==> config.mk <==
export PLATFORM = sky130hd
export DESIGN_NAME = vga_dac_sequencer
export DESIGN_NICKNAME = d
export VERILOG_FILES = /design/src/rtl/vga_dac_sequencer.sv
export SDC_FILE = /design/constraint.sdc
export NUM_CORES = 1
export LEC_CHECK = 0
export CELL_PAD_IN_SITES_DETAIL_PLACEMENT = 2
export CELL_PAD_IN_SITES_GLOBAL_PLACEMENT = 2
export CORE_ASPECT_RATIO = 1.1
export CORE_MARGIN = 2
export CORE_UTILIZATION = 26
export CTS_CLUSTER_DIAMETER = 60
export DETAILED_ROUTE_END_ITERATION = 8
export GPL_TIMING_DRIVEN = 0
export HOLD_SLACK_MARGIN = 0.05
export PLACE_DENSITY_LB_ADDON = 0.1
export SLEW_MARGIN = 20
export SYNTH_ARGS = -nofsm -noshare
export SYNTH_HDL_FRONTEND = slang
export SYNTH_SLANG_ARGS = --single-unit
==> constraint.sdc <==
create_clock -name clk -period 2.2 [get_ports clk]
set_clock_uncertainty 0.2 [all_clocks]
set_input_delay 0.44 -clock clk [delete_from_list [all_inputs] [get_ports clk]]
set_output_delay 0.44 -clock clk [all_outputs]
set_load 0.1 [all_outputs]
==> src/rtl/vga_dac_sequencer.sv <==
// VGA timing generator and RGB DAC drive sequencer with a one-line calibration ramp
// scheduled into vertical blanking on request.
module vga_dac_sequencer #(
  parameter int H_ACTIVE = 640,
  parameter int H_FP     = 16,
  parameter int H_SYNC   = 96,
  parameter int H_BP     = 48,
  parameter int V_ACTIVE = 480,
  parameter int V_FP     = 10,
  parameter int V_SYNC   = 2,
  parameter int V_BP     = 33,
  parameter int RAMP_LEN = 256
) (
  input  logic       clk,
  input  logic       rst,
  input  logic [7:0] pix_r,
  input  logic [7:0] pix_g,
  input  logic [7:0] pix_b,
  input  logic       cal_req,
  output logic [9:0] hpos,
  output logic [9:0] vpos,
  output logic [7:0] r,
  output logic [7:0] g,
  output logic [7:0] b,
  output logic [7:0] rn,
  output logic [7:0] gn,
  output logic [7:0] bn,
  output logic       hsync,
  output logic       vsync,
  output logic       hblank,
  output logic       vblank,
  output logic       frame_start,
  output logic       cal_busy,
  output logic       cal_done,
  output logic [1:0] cal_state
);

  localparam int H_TOTAL = H_ACTIVE + H_FP + H_SYNC + H_BP;
  localparam int V_TOTAL = V_ACTIVE + V_FP + V_SYNC + V_BP;

  localparam logic [9:0] H_LAST   = 10'(H_TOTAL - 1);
  localparam logic [9:0] V_LAST   = 10'(V_TOTAL - 1);
  localparam logic [9:0] H_ACT    = 10'(H_ACTIVE);
  localparam logic [9:0] V_ACT    = 10'(V_ACTIVE);
  localparam logic [9:0] V_ARM    = 10'(V_ACTIVE - 1);
  localparam logic [9:0] HS_START = 10'(H_ACTIVE + H_FP);
  localparam logic [9:0] HS_END   = 10'(H_ACTIVE + H_FP + H_SYNC);
  localparam logic [9:0] VS_START = 10'(V_ACTIVE + V_FP);
  localparam logic [9:0] VS_END   = 10'(V_ACTIVE + V_FP + V_SYNC);
  localparam logic [9:0] RAMP_END = 10'(RAMP_LEN);

  typedef enum logic [1:0] {
    IDLE  = 2'd0,
    ARMED = 2'd1,
    RUN   = 2'd2
  } cal_state_t;

  cal_state_t state, state_next;

  logic       line_end;
  logic       arm_point;
  logic       blank_c;
  logic [7:0] r_c, g_c, b_c;

  assign line_end  = (hpos == H_LAST);
  assign arm_point = line_end && (vpos == V_ARM);
  assign blank_c   = (hpos >= H_ACT) || (vpos >= V_ACT);
  assign cal_state = state;

  // ARMED only advances at the last pixel of the final active line, so a request
  // landing on that very cycle naturally waits a full frame.
  always_comb begin
    state_next = state;
    case (state)
      IDLE:    if (cal_req)   state_next = ARMED;
      ARMED:   if (arm_point) state_next = RUN;
      RUN:     if (line_end)  state_next = IDLE;
      default: state_next = IDLE;
    endcase
  end

  always_comb begin
    r_c = pix_r;
    g_c = pix_g;
    b_c = pix_b;
    if (state == RUN) begin
      r_c = (hpos < RAMP_END) ? hpos[7:0] : 8'h00;
      g_c = r_c;
      b_c = r_c;
    end else if (blank_c) begin
      r_c = 8'h00;
      g_c = 8'h00;
      b_c = 8'h00;
    end
  end

  always_ff @(posedge clk) begin
    if (rst) begin
      hpos        <= 10'd0;
      vpos        <= 10'd0;
      state       <= IDLE;
      r           <= 8'h00;
      g           <= 8'h00;
      b           <= 8'h00;
      rn          <= 8'hFF;
      gn          <= 8'hFF;
      bn          <= 8'hFF;
      hsync       <= 1'b1;
      vsync       <= 1'b1;
      hblank      <= 1'b1;
      vblank      <= 1'b1;
      frame_start <= 1'b0;
      cal_busy    <= 1'b0;
      cal_done    <= 1'b0;
    end else begin
      if (line_end) begin
        hpos <= 10'd0;
        vpos <= (vpos == V_LAST) ? 10'd0 : vpos + 10'd1;
      end else begin
        hpos <= hpos + 10'd1;
      end
      state       <= state_next;
      r           <= r_c;
      g           <= g_c;
      b           <= b_c;
      rn          <= ~r_c;
      gn          <= ~g_c;
      bn          <= ~b_c;
      hsync       <= !((hpos >= HS_START) && (hpos < HS_END));
      vsync       <= !((vpos >= VS_START) && (vpos < VS_END));
      hblank      <= (hpos >= H_ACT);
      vblank      <= (vpos >= V_ACT);
      frame_start <= (hpos == 10'd0) && (vpos == 10'd0);
      cal_busy    <= (state_next != IDLE);
      cal_done    <= (state == RUN) && line_end;
    end
  end

endmodule

# --- Yosys cells after proc, flatten, opt, wreduce, memory -nomap -nowiden ---
# Index checks and enable logic that the tools add are counted.
word_totals:
  reg_bits: 77
  latch_bits: 0
  ramBits: 0
  romBits: 0
  elab_cells: 58
  mem_count: 0
op_classes:
  n_addsub: 2
  mul: 0
  n_div: 0
  n_lt_le_gt_ge: 7
  n_eq_ne: 5
  shift: 0
  n_mux: 12
  bitwise_logic: 3
  reduce_logical: 13
ops:
  columns: ["cell", "n"]
  rows:
  - ["two-way mux 8 bit", 7]
  - ["NOT 8 bit", 3]
  - ["adder 10 x 1 -> 10 bit (second input constant)", 2]
  - ["equality test 10 bit (second input constant)", 2]
  - [">= comparator 10 bit (second input constant)", 2]
  - [">= comparator 10 x 9 -> 1 bit (second input constant)", 2]
  - ["logical NOT 10 bit", 2]
  - ["less-than comparator 10 x 9 -> 1 bit (second input constant)", 2]
  - ["equality test 10 x 9 -> 1 bit (second input constant)", 1]
  - ["less-than comparator 10 bit (second input constant)", 1]
  - ["two-way mux 10 bit", 1]
  - ["two-way mux 2 bit", 3]
  - ["one-hot mux 2 bit (3 select lines)", 1]
  - ["logical AND 1 bit", 5]
  - ["equality test 2 x 1 -> 1 bit (second input constant)", 1]
  - ["equality test 2 bit (second input constant)", 1]
  - ["logical NOT 1 bit", 2]
  - ["logical NOT 2 bit", 1]
  - ["nonzero test 2 bit", 1]
  - ["OR reduction 2 bit", 1]
  - ["logical OR 1 bit", 1]

# --- Depth between registers and ports, before layout ---
# Gate-level depths: netlist of run 1.
logic_depth:
  depth_word: 5
  mapped_depth: 7
  ltp_nobuf: 6

# --- Least setup slack after synthesis of run 1 ---
# No wires, ideal clock.
synth_path:
  path_kind: "register -> register"
  from: "register hpos[0]"
  to: "register state[1] (netlist: cal_state[1])"
  setup_time_ns: 0.066
  arrival_time_ns: 2.445
  required_time_ns: 1.934
  slack_ns: -0.512
  path_stages_with_launch: 7
  n_path_buf: 1
  synth_period_minus_slack_ns: 2.712
  cell_sequence: "dfxtp_1 -> ha_1 -> and4_1 -> buf_6 -> nand4_4 -> or4_4 -> a21oi_2"
synth_between:
  elab_chain_len: 4
  elab_cells_between_ends: 5
  classes_between: "eq/ne (1); mux (3); reduce/logical (1)"
synth_rtl:
  columns: ["item", "line", "text"]
  rows:
  - ["start: declaration", "20", "output logic [9:0] hpos,"]
  - ["start signal: assignment", "120", "hpos <= hpos + 10'd1;"]
  - ["equality test 10 bit (*)", "65", "assign line_end = (hpos == H_LAST);"]
  - ["logical AND 1 bit", "66", "assign arm_point = line_end && (vpos == V_ARM);"]
  - ["two-way mux 2 bit", "76", "ARMED: if (arm_point) state_next = RUN;"]
  - ["one-hot mux 2 bit (3 select lines) (*)", "74", "case (state)"]
  - ["end signal: assignment", "122", "state <= state_next;"]
  - ["end: declaration", "58", "cal_state_t state, state_next;"]
# Mark *: on every way between the ends. The rest lies on a longest branch, timed or not.
# A chain may end at the register's enable or synchronous reset.

# --- Worst setup path in the final report of run 1 ---
layout_path:
  from: "register hpos[1]"
  to: "output port hpos[1]"
# No word-level cell between the ends.

==> flow_summary.ini, run 1 <==
[power_and_ir_drop]
peakVddDrop_mv = 0.319
p_per_area_nw_per_um2 = 826
total_leakage_power_nw = 1.82

[detailed_routing]
drtIter0Drc = 43
vias = 2595
avgViaCountPerCell = 4.68
drtPass1Iterations = 3
drt_wl_total_um = 9320
wl_per_cell_um = 16.8
antenna_left = 0
drc = 0

[yosys]
yosysWarnings = 0
ys_ff_latch = 77
yosysTopAreaCellShare_pct = 54.0
yosys.area.top_type = dfxtp_1
syn_area_sq_um = 2850
yosysUniqueCellTypes = 42
syn-instance-count = 292
mappedNetlistNets = 324
yosysSeqAreaShare_pct = 54.0
yosys-top-cells-area = dfxtp_1 54%, a21o_1 6.3%, a21oi_1 6.0%, nand2_1 5.8%, ha_1 2.2%
synth_ff_type = dfxtp_1
synthArstFlopShare_pct = 0
synth_edf_count = 0
avgSynthCellArea_sq_um = 9.77

[placement]
gp_congestion = 0.749
portBuffers = 102
hpwlAfterDp_um = 6960
place_inst = 541

[timing]
finalSetupTns_ns = 0
hold_viol = 0
slew_violations = 0
post-route-period-util_pct = 98.3
tightest_slew_ns = 1.00
worst_slew_margin_rel_pct = 33.4
setup_violations = 0
fmax_mhz = 463
rsz0062_at_grt = no
fin_crit_ns = 2.16

[global_routing]
antenna_found_initial = 0
first_global_vias = 2771
grt_pass1_wl_um = 15000
grt_overflow = 0
grt_max_degree = 13
grt_usage_pct = 16.3

[critical_path]
end_kind = output pin
crit_required_ns = 1.56
path_delay_family = buffers and inverters
r2r_cells = 6
path_max_fanout = 6
start_kind = flop
path_buf_inv = 1
cp.arrival_ns = 1.52
reg2reg_to = cal_state[1]$_SDFF_PP0_
max_stage_delay_ns = 0.82
cpMaxStageDelayCell = clkdlybuf4s15_1
reg2reg_from = hpos[0]$_SDFF_PP0_
crit_type = flop to output pin
path_cells = clkdlybuf4s15_1
ff2ff_setup_slack_ns = 0.14

[worst_hold_path]
hold_start = rst
worst_hold_path.num_cells = 3
hp-class = input port to flop
min_to = cal_state[1]$_SDFF_PP0_

[finish]
mostFrequentLayoutCells = 57 x dfxtp_1, 56 x dlygate4sd2_1, 44 x nand2_1
drive_gt1_share_pct = 18.4
antenna_cells = 0
syn2layout_area_growth_pct = 51.6
nFillCells = 1218
nNetsFinal = 435
layoutNonFillerInstCount = 554
final_common_cell = dfxtp_1

[floorplan]
initial_core_util_pct = 26.4
io_pins = 104
std_cell_rows = 40
die_width_um = 104
die_y_um = 114
core_sq_um = 10800
dieArea_sq_um = 11800

[run_status]
status = finished, final reports clean

[clock_network]
clk_pin_slew_worst_paths_ns = 0.06
h-tree-depth = 3
cts_root_buffer = clkbuf_16
insertion_delay_ns = 0.33
cts_buffers = 9
cts_tree = yes
post_cts_buffers = 0
cts_buffer_depth = 2
cts.sinks = 77

[flow_run]
maxCapViolCount = 0
[where the power goes]
group	internal [mW]	switching (mW)	leakage, nW
Combinational	0.134	0.518	1.02
Clock	0.884	0.559	0.146
Sequential	1.45	0.0236	0.647
Total	2.47	1.10	1.82
[metrics by stage]
step	instance area, sq um	power, mW	hold slack [ns]	utilization [%]	setup WS (ns)
after floorplan	2880	2.01	0.403	-	-0.0248
after global placement	4090	2.20	0.270	37.8	-0.287
after detailed placement	4090	2.21	0.266	37.8	-0.300
after CTS	4330	3.62	0.251	40.1	0.000411
after global routing	4330	3.72	0.270	40.0	0.00352
final	4330	3.57	0.260	40.0	0.0378
[metal layers]
| layer | global-route usage, % | wire [um] | up-vias |
|---|---|---|---|
| li1 | - | - | 1242 |
| met1 | 20.4 | 4180 | 1282 |
| met2 | 28.0 | 4660 | 63 |
| met3 | 2.80 | 352 | 8 |
| met4 | 6.76 | 126 | 0 |
| met5 | 0 | 0 | - |
[final cells by class]
class                           count  area (sq um)  area share [%]
Buffer                             14           101            2.34
Clock buffer                       12           278            6.42
Clock inverter                      3          17.5           0.405
Inverter                            5          18.8           0.434
Multi-Input combinational cell    194          1200            27.9
Sequential cell                    77          1570            36.3
Tap cell                          147           184            4.25
Timing Repair Buffer              102           950            22.0
[state kept, by name (all words and copies together) (netlist names), 2 cells and up]
name and cells:
b 8, bn 8, cal_state 2, g 8, gn 8, hpos 10
r 8, rn 8, vpos 10
[what timing repair did]
item | 4_1_cts | 5_1_grt
hold buffers | 0 | 0
resized for setup | 117 | 7
endpoints found under the setup margin | 85 | 54
[logic make-up after synthesis]
kind of cell               after synthesis  synth area share [%]
DFF                                     77                  54.0
xor gates and xnor gates                10                  3.07
adders and majority gates                5                  2.19
buffers and inverters                   21                  4.30
AOI/OAI and AO/OA                       69                  14.9
and+or+nand+nor                        110                  21.5
[cell usage after synthesis (4+ instances only)]
cell type and instances:
dfxtp_1 77, o21ai_0 4, nor2_1 10, a21o_1 24
and3_1 5, nand4_1 8, nand3_1 8, ha_1 5
buf_6 4, clkbuf_1 7, nand2_1 44, inv_1 5
nor3_1 10, xor2_1 7, a21oi_1 34
[how the worst max path moves through the flow]
stage                     slack [ns]                 endpoint          startpoint  depth (start not counted)
final                           0.04                  hpos[1]  hpos[1]$_SDFF_PP0_                          1
after detailed placement       -0.30                  hpos[6]  hpos[6]$_SDFF_PP0_                          1
after global placement         -0.29                  hpos[6]  hpos[6]$_SDFF_PP0_                          1
after global routing           0.004                  hpos[1]  hpos[1]$_SDFF_PP0_                          1
after floorplan                -0.02  cal_state[1]$_SDFF_PP0_  hpos[4]$_SDFF_PP0_                          6
after CTS                     0.0004                  hpos[0]  hpos[0]$_SDFF_PP0_                          1
(Power assumes the default switching activity.)
==> inputs of run 2 (changes only) <==
- ABC_CLOCK_PERIOD_IN_PS: not set -> 2200
==> results of run 2 <==
The final DEF is identical to that of run 1; final timing and power are the same.
